`config.mk`:
```
export PLATFORM = sky130hd
export DESIGN_NAME = fetch_seq_flat
export DESIGN_NICKNAME = d
export VERILOG_FILES = /design/src/rtl/fetch_seq_pkg.sv /design/src/rtl/fetch_seq_if.sv /design/src/rtl/fetch_pc_reg.sv /design/src/rtl/fetch_seq.sv /design/src/flat_wrapper.sv
export SDC_FILE = /design/constraint.sdc
export NUM_CORES = 1
export LEC_CHECK = 0
export BUFFER_PORTS_ARGS = -buffer_cell sky130_fd_sc_hd__buf_2
export CAP_MARGIN = 25
export CELL_PAD_IN_SITES_DETAIL_PLACEMENT = 2
export CELL_PAD_IN_SITES_GLOBAL_PLACEMENT = 2
export CORE_MARGIN = 2
export CORE_UTILIZATION = 30
export CTS_CLUSTER_DIAMETER = 60
export DETAILED_ROUTE_END_ITERATION = 6
export PLACE_DENSITY = 0.85
export SYNTH_ARGS = -nofsm -noshare
export SYNTH_HDL_FRONTEND = slang
export SYNTH_SLANG_ARGS = --single-unit
```
`constraint.sdc`:
```
create_clock -name clk -period 2.5 [get_ports clk]
set_clock_uncertainty 0.05 [all_clocks]
set_input_delay 0.375 -clock clk [delete_from_list [all_inputs] [get_ports clk]]
set_output_delay 0.375 -clock clk [all_outputs]
set_load 0.02 [all_outputs]
```
`src/rtl/fetch_seq_pkg.sv`:
```
// Shared types and constants for the instruction-fetch sequencer.
// State encodings, the NOP used as the reset instruction, and default widths.
package fetch_seq_pkg;

  localparam int INST_ADDR_WIDTH = 32;
  localparam int REG_DATA_WIDTH  = 32;

  localparam logic [31:0] NOP_INST = 32'h0000_0013;

  typedef enum logic [2:0] {
    FS_BOOT = 3'd0,
    FS_REQ  = 3'd1,
    FS_WAIT = 3'd2,
    FS_HOLD = 3'd3,
`ifdef FETCH_MISALIGN_TRAP_EN
    FS_DROP = 3'd4,
    FS_HALT = 3'd5
`else
    FS_DROP = 3'd4
`endif
  } fetch_state_e;

  function automatic logic is_misaligned(input logic [1:0] addr_lsb);
    return addr_lsb != 2'b00;
  endfunction

endpackage

```
`src/rtl/fetch_seq_if.sv`:
```
// Fetch bus bundle: instruction-memory req/gnt/rvalid channel plus the valid/ready path to ID.
// master = fetch sequencer side, slave = memory/decode environment side.
interface fetch_seq_if
  import fetch_seq_pkg::*;
#(
  parameter int ADDR_W = INST_ADDR_WIDTH,
  parameter int INST_W = 32
);

  logic              imem_req_o;
  logic [ADDR_W-1:0] imem_addr_o;
  logic              imem_gnt_i;
  logic              imem_rvalid_i;
  logic [INST_W-1:0] imem_rdata_i;
  logic              inst_valid_o;
  logic [INST_W-1:0] inst_o;
  logic [ADDR_W-1:0] inst_pc_o;
  logic              inst_ready_i;

  modport master (
    output imem_req_o,
    output imem_addr_o,
    input  imem_gnt_i,
    input  imem_rvalid_i,
    input  imem_rdata_i,
    output inst_valid_o,
    output inst_o,
    output inst_pc_o,
    input  inst_ready_i
  );

  modport slave (
    input  imem_req_o,
    input  imem_addr_o,
    output imem_gnt_i,
    output imem_rvalid_i,
    output imem_rdata_i,
    input  inst_valid_o,
    input  inst_o,
    input  inst_pc_o,
    output inst_ready_i
  );

endinterface

```
`src/rtl/fetch_pc_reg.sv`:
```
// PC register with next-PC selection: hold, sequential +4, or redirect target.
// Bits [1:0] are masked on every load, so the PC is word aligned by construction.
module fetch_pc_reg
  import fetch_seq_pkg::*;
#(
  parameter int                ADDR_W    = INST_ADDR_WIDTH,
  parameter logic [ADDR_W-1:0] BOOT_ADDR = '0
) (
  input  logic              clk,
  input  logic              reset_n,
  input  logic              inc,
  input  logic              load,
  input  logic [ADDR_W-1:0] load_addr,
  output logic [ADDR_W-1:0] pc
);

  localparam logic [ADDR_W-1:0] ALIGN_MASK = ~ADDR_W'(3);

  // Redirect wins over increment; the increment wraps modulo 2^ADDR_W.
  always_ff @(posedge clk or negedge reset_n) begin
    if (!reset_n) begin
      pc <= BOOT_ADDR & ALIGN_MASK;
    end else if (load) begin
      pc <= load_addr & ALIGN_MASK;
    end else if (inc) begin
      pc <= pc + ADDR_W'(4);
    end
  end

endmodule

```
`src/rtl/fetch_seq.sv`:
```
// Instruction-fetch sequencer: FSM, ID output register and stale-response drop logic.
// Define FETCH_MISALIGN_TRAP_EN to add misalign_o and the HALT state for misaligned redirects.
module fetch_seq
  import fetch_seq_pkg::*;
#(
  parameter int                ADDR_W    = INST_ADDR_WIDTH,
  parameter int                INST_W    = 32,
  parameter logic [ADDR_W-1:0] BOOT_ADDR = '0
) (
  input  logic              clk,
  input  logic              reset_n,
  input  logic              redirect_i,
  input  logic [ADDR_W-1:0] redirect_addr_i,
`ifdef FETCH_MISALIGN_TRAP_EN
  output logic              misalign_o,
`endif
  fetch_seq_if.master       bus
);

  fetch_state_e      state;
  logic [ADDR_W-1:0] pc;
  logic              inst_valid_q;
  logic [INST_W-1:0] inst_q;
  logic [ADDR_W-1:0] inst_pc_q;

  logic slot_free;
  logic req;
  logic granted;
  logic redirect_take;
  logic pc_inc;
  logic pc_load;
  logic pending_base;
  logic pending_next;

  // A request is only presented when its eventual response has a free slot to land in.
  assign slot_free     = !inst_valid_q || bus.inst_ready_i;
  assign req           = (state == FS_REQ) && slot_free;
  assign granted       = req && bus.imem_gnt_i;
  assign redirect_take = redirect_i && (state != FS_BOOT);
  assign pc_inc        = (state == FS_WAIT) && bus.imem_rvalid_i && !redirect_take;

  // Whether a granted request will still owe us a response after this cycle.
  assign pending_base = ((state == FS_WAIT) && !bus.imem_rvalid_i) || granted ||
                        ((state == FS_DROP) && !bus.imem_rvalid_i);

`ifdef FETCH_MISALIGN_TRAP_EN
  logic misalign_q;
  logic halt_pending;
  logic target_misaligned;

  assign target_misaligned = is_misaligned(redirect_addr_i[1:0]);
  assign pc_load           = redirect_take && !target_misaligned;
  assign pending_next      = pending_base ||
                             ((state == FS_HALT) && halt_pending && !bus.imem_rvalid_i);
  assign misalign_o        = misalign_q;
`else
  assign pc_load      = redirect_take;
  assign pending_next = pending_base;
`endif

  fetch_pc_reg #(
    .ADDR_W   (ADDR_W),
    .BOOT_ADDR(BOOT_ADDR)
  ) u_pc_reg (
    .clk      (clk),
    .reset_n  (reset_n),
    .inc      (pc_inc),
    .load     (pc_load),
    .load_addr(redirect_addr_i),
    .pc       (pc)
  );

  assign bus.imem_req_o   = req;
  assign bus.imem_addr_o  = pc;
  assign bus.inst_valid_o = inst_valid_q;
  assign bus.inst_o       = inst_q;
  assign bus.inst_pc_o    = inst_pc_q;

  // A redirect during DROP that coincides with the stale rvalid has nothing left to drop,
  // so it goes straight to REQ instead of waiting for a response that will never come.
  always_ff @(posedge clk or negedge reset_n) begin
    if (!reset_n) begin
      state        <= FS_BOOT;
      inst_valid_q <= 1'b0;
      inst_q       <= INST_W'(NOP_INST);
      inst_pc_q    <= '0;
`ifdef FETCH_MISALIGN_TRAP_EN
      misalign_q   <= 1'b0;
      halt_pending <= 1'b0;
`endif
    end else begin
      if (inst_valid_q && bus.inst_ready_i) begin
        inst_valid_q <= 1'b0;
      end
      if (redirect_take) begin
        inst_valid_q <= 1'b0;
`ifdef FETCH_MISALIGN_TRAP_EN
        if (target_misaligned) begin
          misalign_q   <= 1'b1;
          halt_pending <= pending_next;
          state        <= FS_HALT;
        end else begin
          misalign_q   <= 1'b0;
          halt_pending <= 1'b0;
          state        <= pending_next ? FS_DROP : FS_REQ;
        end
`else
        state <= pending_next ? FS_DROP : FS_REQ;
`endif
      end else begin
        case (state)
          FS_BOOT: state <= FS_REQ;
          FS_REQ: begin
            if (granted) begin
              state <= FS_WAIT;
            end
          end
          FS_WAIT: begin
            if (bus.imem_rvalid_i) begin
              inst_q       <= bus.imem_rdata_i;
              inst_pc_q    <= pc;
              inst_valid_q <= 1'b1;
              state        <= bus.inst_ready_i ? FS_REQ : FS_HOLD;
            end
          end
          FS_HOLD: begin
            if (bus.inst_ready_i) begin
              state <= FS_REQ;
            end
          end
          FS_DROP: begin
            if (bus.imem_rvalid_i) begin
              state <= FS_REQ;
            end
          end
`ifdef FETCH_MISALIGN_TRAP_EN
          FS_HALT: begin
            if (bus.imem_rvalid_i) begin
              halt_pending <= 1'b0;
            end
          end
`endif
          default: state <= FS_BOOT;
        endcase
      end
    end
  end

endmodule

```
`src/flat_wrapper.sv`:
```
// flat-port wrapper written by rule: the top's interface ports become plain ports
module fetch_seq_flat import fetch_seq_pkg::*;
#(
  parameter int                ADDR_W    = INST_ADDR_WIDTH,
  parameter int                INST_W    = 32,
  parameter logic [ADDR_W-1:0] BOOT_ADDR = '0
)
  (clk, reset_n, redirect_i, redirect_addr_i, bus_imem_req_o, bus_imem_addr_o, bus_imem_gnt_i, bus_imem_rvalid_i, bus_imem_rdata_i, bus_inst_valid_o, bus_inst_o, bus_inst_pc_o, bus_inst_ready_i);
  fetch_seq_if #(.ADDR_W(ADDR_W), .INST_W(INST_W)) bus_i ();
  input  logic clk;
  input  logic reset_n;
  input  logic redirect_i;
  input  logic [ADDR_W-1:0] redirect_addr_i;
  output wire logic [$bits(bus_i.imem_req_o)-1:0] bus_imem_req_o;
  output wire logic [$bits(bus_i.imem_addr_o)-1:0] bus_imem_addr_o;
  input wire logic [$bits(bus_i.imem_gnt_i)-1:0] bus_imem_gnt_i;
  input wire logic [$bits(bus_i.imem_rvalid_i)-1:0] bus_imem_rvalid_i;
  input wire logic [$bits(bus_i.imem_rdata_i)-1:0] bus_imem_rdata_i;
  output wire logic [$bits(bus_i.inst_valid_o)-1:0] bus_inst_valid_o;
  output wire logic [$bits(bus_i.inst_o)-1:0] bus_inst_o;
  output wire logic [$bits(bus_i.inst_pc_o)-1:0] bus_inst_pc_o;
  input wire logic [$bits(bus_i.inst_ready_i)-1:0] bus_inst_ready_i;
  assign bus_imem_req_o = bus_i.imem_req_o;
  assign bus_imem_addr_o = bus_i.imem_addr_o;
  assign bus_i.imem_gnt_i = bus_imem_gnt_i;
  assign bus_i.imem_rvalid_i = bus_imem_rvalid_i;
  assign bus_i.imem_rdata_i = bus_imem_rdata_i;
  assign bus_inst_valid_o = bus_i.inst_valid_o;
  assign bus_inst_o = bus_i.inst_o;
  assign bus_inst_pc_o = bus_i.inst_pc_o;
  assign bus_i.inst_ready_i = bus_inst_ready_i;
  fetch_seq #(.ADDR_W(ADDR_W), .INST_W(INST_W), .BOOT_ADDR(BOOT_ADDR)) u_core (.clk(clk), .reset_n(reset_n), .redirect_i(redirect_i), .redirect_addr_i(redirect_addr_i), .bus(bus_i));
endmodule
```
### Yosys cells after proc, flatten, opt, wreduce, memory -nomap -nowiden

Index checks and enable logic that the tools add are counted.

| word-level totals | value |
|---|---|
| register bits after elaboration | 100 |
| input port bits | 70 |
| output and inout bits | 98 |
| word-level logic and storage cells | 48 |

| operators by class | value |
|---|---|
| $add $sub $neg | 1 |
| eq/ne operators | 8 |
| multiplexer cells | 14 |
| bitwise operators | 1 |
| reduce and logical (&&, ||, !) cells | 19 |

Operator list:

| cell | count |
|---|---|
| 32-bit two-way mux | 2 |
| 32-bit by 3-bit adder with 32-bit output, second input constant | 1 |
| 3-bit two-way mux | 6 |
| 3-bit one-hot mux with 5 select lines | 1 |
| 3-bit by 2-bit inequality test with 1-bit output, second input constant | 3 |
| 1-bit logical AND | 8 |
| 3-bit by 2-bit equality test with 1-bit output, second input constant | 2 |
| 1-bit two-way mux | 4 |
| 4-bit AND reduction | 1 |
| 3-bit by 1-bit equality test with 1-bit output, second input constant | 1 |
| 3-bit equality test, second input constant | 1 |
| 1-bit zero test | 3 |
| 3-bit zero test | 1 |
| 1-bit logical OR | 3 |
| 3-bit by 1-bit inequality test with 1-bit output, second input constant | 1 |
| 3-bit AND reduction | 1 |
| 3-bit nonzero test | 1 |
| 2-bit two-way mux | 1 |
| 2-bit nonzero test | 1 |
| 1-bit NOT | 1 |

### Depth between registers and ports, before layout

Gate-level depths: netlist of run 1.

| depth | value |
|---|---|
| depth in word-level cells | 8 |
| depth in mapped cells | 7 |
| mapped depth without buffers | 5 |

### By module

Synthesis of run 1 repeated with hierarchy kept, for this count alone.

| unflattened totals | value |
|---|---|
| cells, all modules | 351 |
| area, all modules | 4,629.4 um2 |

Modules (own cells, without submodules):

| module | times used | cells each | area each (um2) | seq. area each (um2) |
|---|---|---|---|---|
| fetch_seq | 1 | 159 | 2,900.3 | 1,705.4 |
| fetch_pc_reg | 1 | 192 | 1,729.2 | 750.7 |

### Worst setup path before layout of run 1

Ideal clock, no wire load.

| path | value |
|---|---|
| kind | register -> register |
| start point | reg u_core.u_pc_reg.pc[2] |
| end point | reg u_core.u_pc_reg.pc[24] |
| setup time | 82 ps |
| data arrival time | 1,748 ps |
| data required time | 2,368 ps |
| slack | 620 ps |
| stages on the path, launching flop included | 7 |
| buffers on the path | 1 |
| clock period less this slack | 1,880 ps |
| cells stage by stage | dfrtp_1 > ha_1 > and2_0 > nand4_1 > buf_2 > or3_1 > a31oi_1 |

| on the way | value |
|---|---|
| word-level cells in the longest chain between the ends | 3 |

RTL lines:

| item | line | RTL |
|---|---|---|
| start, declared | fetch_pc_reg.sv:14 | `output logic [ADDR_W-1:0] pc` |
| start signal, assigned | fetch_pc_reg.sv:22 | `pc <= BOOT_ADDR & ALIGN_MASK;` |
| start signal, assigned | fetch_pc_reg.sv:24 | `pc <= load_addr & ALIGN_MASK;` |
| start signal, assigned | fetch_pc_reg.sv:26 | `pc <= pc + ADDR_W'(4);` |
| 32-bit by 3-bit adder with 32-bit output | fetch_pc_reg.sv:26 |  |
| 32-bit two-way mux | fetch_pc_reg.sv:25 | `end else if (inc) begin` |
| 32-bit two-way mux | fetch_pc_reg.sv:23 | `end else if (load) begin` |

Every way passes these cells. The select of a mux whose other input is x is not followed.
A chain may end at the register's enable or synchronous reset.

### Worst setup path after layout of run 1

| path | value |
|---|---|
| start point | reg u_core.u_pc_reg.pc[15] |
| end point | reg u_core.u_pc_reg.pc[31] |

The elaborated chain is that of the path after synthesis.

==> results of run 1 <==
stage by stage:
step           setup WS (ns)  instances  util, %  cell area (sq um)
2_1_floorplan         0.6198        375        -               4379
3_3_place_gp          0.4342        704    37.28               5356
3_5_place_dp          0.2939        704    37.28               5356
4_1_cts               0.2658        720    39.25               5640
5_1_grt              0.03512        720    39.25               5640
6_report              0.2839        720    39.25               5640
kinds of logic (layout without fill, tap and decap cells):
family	count (synthesis)	in the layout	share of synthesized area [%]
other	1	4	0.08585
muxes	59	59	15.21
and+or+nand+nor	108	108	13.58
DFF	96	96	55.08
xor gates and xnor gates	9	9	1.805
AOI/OAI and AO/OA	64	64	9.625
buffers and inverters	34	195	4.325
adders and majority gates	1	1	0.2864
routing by layer:
layer,wire (microns),global-route usage [%],vias up
li1,-,-,1680
met1,5635,22.12,1862
met3,626,3.823,15
met4,233,6.081,0
met5,0,0,-
met2,6606,30.09,103
report_power, final:
part	total (W)	internal [W]	switching, W
sequential	0.00272	0.00218	0.000537
clock	0.00136	0.000774	0.000587
combinational	0.00269	0.00103	0.00166
registers in the layout (all words and copies together) (netlist names):
signal / count
u_core.bus.inst_valid_o: 1
u_core.bus.inst_o: 32
u_core.u_pc_reg.pc: 30
u_core.bus.inst_pc_o: 30
u_core.state: 3
critical path, cell delays in order, from the launching register on:
cell     delay (ns)
dfrtp_1        0.50
and4_1         0.41
nand4_2        0.38
or4_1          0.61
a31oi_1        0.18
layout make-up:
cell class / count / area (sq um)
Timing Repair Buffer: 173 / 910.9
Multi-Input combinational cell: 245 / 1787
Clock inverter: 4 / 47.55
Tap cell: 184 / 230.2
Inverter: 6 / 22.52
Clock buffer: 12 / 236.5
Sequential cell: 96 / 2406
Fill cell: 1550 / 8728
worst paths after layout:
kind / end / slack, ns / cells past startpoint
min in group clk: u_core.u_pc_reg.pc[2] / 0.18 / 3
worst max register to register: u_core.u_pc_reg.pc[31] / 0.28 / 4
worst max-delay path: u_core.u_pc_reg.pc[31] / 0.28 / 4
max in group asynchronous: u_core.bus.inst_o[1] / 1.64 / 2
worst min-delay path: u_core.bus.inst_pc_o[17] / -0.01 / 1
worst min register to register: u_core.bus.inst_pc_o[11] / 0.44 / 2
synthesized netlist by cell type, drive strengths merged (2+ instances only):
cell and instances:
dfrtp 93, mux2 59, nand2 26, nor2 23, a31oi 22, buf 21
o21ai 17, o31ai 16, or4 16, nand4 14, nand3 10, clkbuf 7
xor2 7, inv 6, and3 5, and4 4, a21oi 3, and2 3
dfstp 3, or3 3, xnor2 2
==> results.md, run 1 <==
- WP data arrival: 2.43 ns
- Die width: 124.7 microns
- DR iter-0 viols: 193
- CTS clk-pin slew, worst paths: 0.07 ns
- H-tree levels: 3
- Synth warnings: 0
- Max-slew headroom: 47.42%
- Commonest non-fill, non-tap cell in the layout: buf_2
- CORE AREA: 0.01437 sq mm
- Hold_buf cts: 0
- Pleak: 2.734 nW
- Ys async rst share: 100.0%
- Critical Path End Type: flip-flop
- Global-route wire length before repair: 21820 microns
- Final GP Congestion: roughly 0.72
- Yosys top cell by area: dfrtp_1
- DR vias: 3660
- Failing checks: negative hold slack
- Total clock sinks: 96
- WL per Instance: about 18 microns
- Avg Cell Area, Syn: approximately 12 sq um
- FF+latch count, synth: 96
- Pin count of the biggest net entering global routing: 51
- CTS tree: done
- Share of cells above drive strength 1: 47.01%
- Min Tclk post-route: 2.216 ns
- Max Cap Violations: 0
- WL final: 13100 microns
- Vert. Die Dim: 124.7 microns
- Synth Instances: around 370
- Cts repair resizes: 0
- Unique masters post-synth: 40
- Clk root buf: clkbuf_16
- Ranking of synthesized cells by area: dfrtp_1 (53%), mux2_2 (14%), a31oi_1 (3.2%)
- Outcome: finished, violations left
- Main synth FF type: dfrtp_1
- Crit path launch: u_core.u_pc_reg.pc[15]
- Post-route setup TNS: 0 ns
- CTS Buf Count: 9
- Post-CTS Setup Bufs: 0
- Cell Pwr Density: 1201 mW/mm^2
- Area delta synth->final: 29.13%
- Antenna Cells: 0
- Mapped Area: 0.004368 sq mm
- Port buffer count: 161
- Nets: 602
- Total track usage: approximately 18%
- Vias in the first global route: 4030
- Num rows: 44
- Required time worst endpoint: between 2 and 3 ns
- DR pass1 iterations: 4
- GRT overflow: 0
- Reg2reg start: u_core.u_pc_reg.pc[15]
- Worst slew pin tran: 0.7887 ns
- Hold Vio Cnt, Final: 6
- CP Class: flip-flop to flip-flop
- Fin crit share: between 80% and 90%
- Worst Hold Class: input port to async pin
- Commonest cells after routing, fill and taps aside: buf_2 (160), dfrtp_1 (93), mux2_2 (56), nand2_1 (25), nor2_1 (23)
- Tot Pwr: 0.006772 W
- Final Max Slew Viols: 0
- RSZ-0062 raised after global routing: no
- DRC Markers: 0
- Max Fanout on Critical Path: 16
- Critical path startpoint category: flip-flop
- DRT antenna net count: 0
- Initial antenna violation count: 0
- Top cell type's share of synthesized area: 53.28%
- Peak VDD IR: ~480 uV
- Fmax: around 450 MHz
- Number of flops mapped to enable cells by yosys: 0
- Top Ports: 168
- Final count of negative-setup-slack endpoints: 0
- Clock insertion delay at the later pin of the skew report: 0.35 ns
- CTS Buffer Depth: 2
- Initial Utilization: 30.40%
- DPL Wire Length: 9847 microns
- Die ar.: between 0.015 and 0.02 sq mm
- Register area share after synthesis: 55.08%
- Hold WS: -0.01158 ns
- Vias/cell: 5.083
No activity file was read; power rests on OpenSTA's default activity.
==> run 2: changes to the inputs <==
CORE_ASPECT_RATIO = 0.8   (was unset)
==> results.md, run 2 (same netlist as run 1, synthesis figures left out) <==
- Clk root buf: clkbuf_16
- Wire length on met2: around 6700 microns
- Hold Vio Cnt, Final: 0
- DPL Wire Length: slightly above 10000 microns
- Cell Pwr Density: 1205 mW/mm^2
- Critical Path End Type: flip-flop
- Vert. Die Dim: 111.9 microns
- Die width: 138.9 microns
- CTS clk-pin slew, worst paths: 0.07 ns
- Initial Utilization: 30.66%
- WP data arrival: 2.39 ns
- DRC Markers: 0
- End of the worst hold path: u_core.u_pc_reg.pc[4]
- Vias in the first global route: 4013
- Total track usage: ~18%
- Clock Power Share: 20.6%
- Top Layer Used: met4
- Fmax: 458.1 MHz
- Post-route setup TNS: 0 ns
- CORE AREA: 0.01425 sq mm
- Num rows: 39
- CTS tree: done
- Nets: 603
- Fin util: 39.95%
- Reg2reg start: u_core.u_pc_reg.pc[19]
- Max reg flops: 32
- Commonest cells after routing, fill and taps aside: buf_2 (160), dfrtp_1 (93), mux2_2 (56), nand2_1 (25), nor2_1 (23)
- Cts repair resizes: 0
- Clock insertion delay at the later pin of the skew report: 0.35 ns
- Outcome: finished, final reports clean
- Met1 wire length: slightly below 6000 microns
- Max-slew headroom: 45.28%
- Vias/cell: 5.051
- Fin crit share: between 80% and 90%
- WL met3: 784 microns
- Port buffer count: 161
- WL final: 13410 microns
- Total clock sinks: 96
- DR iter-0 viols: 95
- GRT overflow: 0
- Sequential Power Share: approximately two fifths
- Worst slew pin tran: 0.8208 ns
- Die ar.: 0.01555 sq mm
- Peak VDD IR: 509.4 uV
- Min Tclk post-route: between 2 and 2.5 ns
- Number of cells on the worst hold path: 3
- Int Pwr: between 0.004 and 0.005 W
- Final GP Congestion: 0.8098
- Critical path startpoint category: flip-flop
- Switching part of the total power: 41.25%
- DR pass1 iterations: 4
- Area delta synth->final: 30.34%
- Hold_buf cts: 1
- Max Fanout on Critical Path: 16
- DR vias: 3647
- CTS Buffer Depth: 2
- Pleak: 2.762 nW
- RSZ-0062 raised after global routing: no
- Pin count of the biggest net entering global routing: 42
- H-tree levels: 3
- Final Max Slew Viols: 0
- CTS Buf Count: 9
- DRT antenna net count: 0
- Commonest non-fill, non-tap cell in the layout: buf_2
- Global-route wire length before repair: ~22000 microns
- Initial antenna violation count: 0
- Worst Hold Class: input port to flip-flop
- WL per Instance: 18.57 microns
- RR Endpoint: u_core.u_pc_reg.pc[31]
- Share of cells above drive strength 1: 47.30%
- Hold path startpoint: redirect_addr_i[4]
- Max Cap Violations: 0
- Top Ports: 168
- CP Class: flip-flop to flip-flop
- Combinational group share of total power: 39.5%
- Required time worst endpoint: 2.71 ns
- R2R depth: 4
- Post-CTS Setup Bufs: 0
- Psw: 0.002829 W
- Final count of negative-setup-slack endpoints: 0
- R2R setup slack: between 0.3 and 0.4 ns
## run 2: per-stage QoR
stage | total power, W | cells | setup WS, ns | area (sq um) | hold WS [ns]
5_1_grt | 0.007323 | 721 | 0.1470 | 5690 | 0.1970
3_5_place_dp | 0.005508 | 704 | 0.3023 | 5374 | 0.2871
3_3_place_gp | 0.005308 | 704 | 0.4555 | 5374 | 0.2772
6_report | 0.006857 | 722 | 0.3172 | 5693 | 0.1919
4_1_cts | 0.006966 | 721 | 0.2912 | 5690 | 0.1795
2_1_floorplan | 0.004358 | 375 | 0.6198 | 4379 | 0.02941
## run 2: worst max-delay path by stage
stage | start | endpoint | slack (ns) | cells after the start
global placement | u_core.u_pc_reg.pc[2] | u_core.u_pc_reg.pc[20] | 0.46 | 6
floorplan | u_core.u_pc_reg.pc[2] | u_core.u_pc_reg.pc[24] | 0.62 | 6
finish | u_core.u_pc_reg.pc[19] | u_core.u_pc_reg.pc[31] | 0.32 | 4
detailed placement | u_core.u_pc_reg.pc[2] | u_core.u_pc_reg.pc[20] | 0.30 | 6
global route | u_core.u_pc_reg.pc[18] | u_core.u_pc_reg.pc[31] | 0.15 | 4
CTS | u_core.u_pc_reg.pc[2] | u_core.u_pc_reg.pc[20] | 0.29 | 6
## run 2: area by class of cell
class,instances,area (sq um)
Fill cell,1503,8556
Sequential cell,96,2406
Multi-Input combinational cell,245,1792
Timing Repair Buffer,174,933.4
Clock buffer,11,242.7
Tap cell,184,230.2
Clock inverter,5,63.81
Inverter,6,22.52
Antenna cell,1,2.502
## run 2: metal layers
layer | vias to the layer above | track usage, %
met2 | 109 | 31.33
met3 | 9 | 4.946
li1 | 1690 | -
met1 | 1839 | 22.17
met5 | - | 0
met4 | 0 | 4.579
## run 2: power by group through the flow
stage | sequential, W | combinational, W | clock (W)
2_1_floorplan | 0.00337 | 0.000983 | 0
3_3_place_gp | 0.00267 | 0.00264 | 0
3_5_place_dp | 0.00277 | 0.00274 | 0
4_1_cts | 0.00274 | 0.00276 | 0.00147
5_1_grt | 0.00284 | 0.00295 | 0.00153
6_report | 0.00273 | 0.00271 | 0.00141
## run 2: critical path, cell delays in order (launching register included)
cell     delay, ns
dfrtp_1       0.45
and3_1        0.32
nand4_2       0.40
or4_1         0.65
a31oi_1       0.21
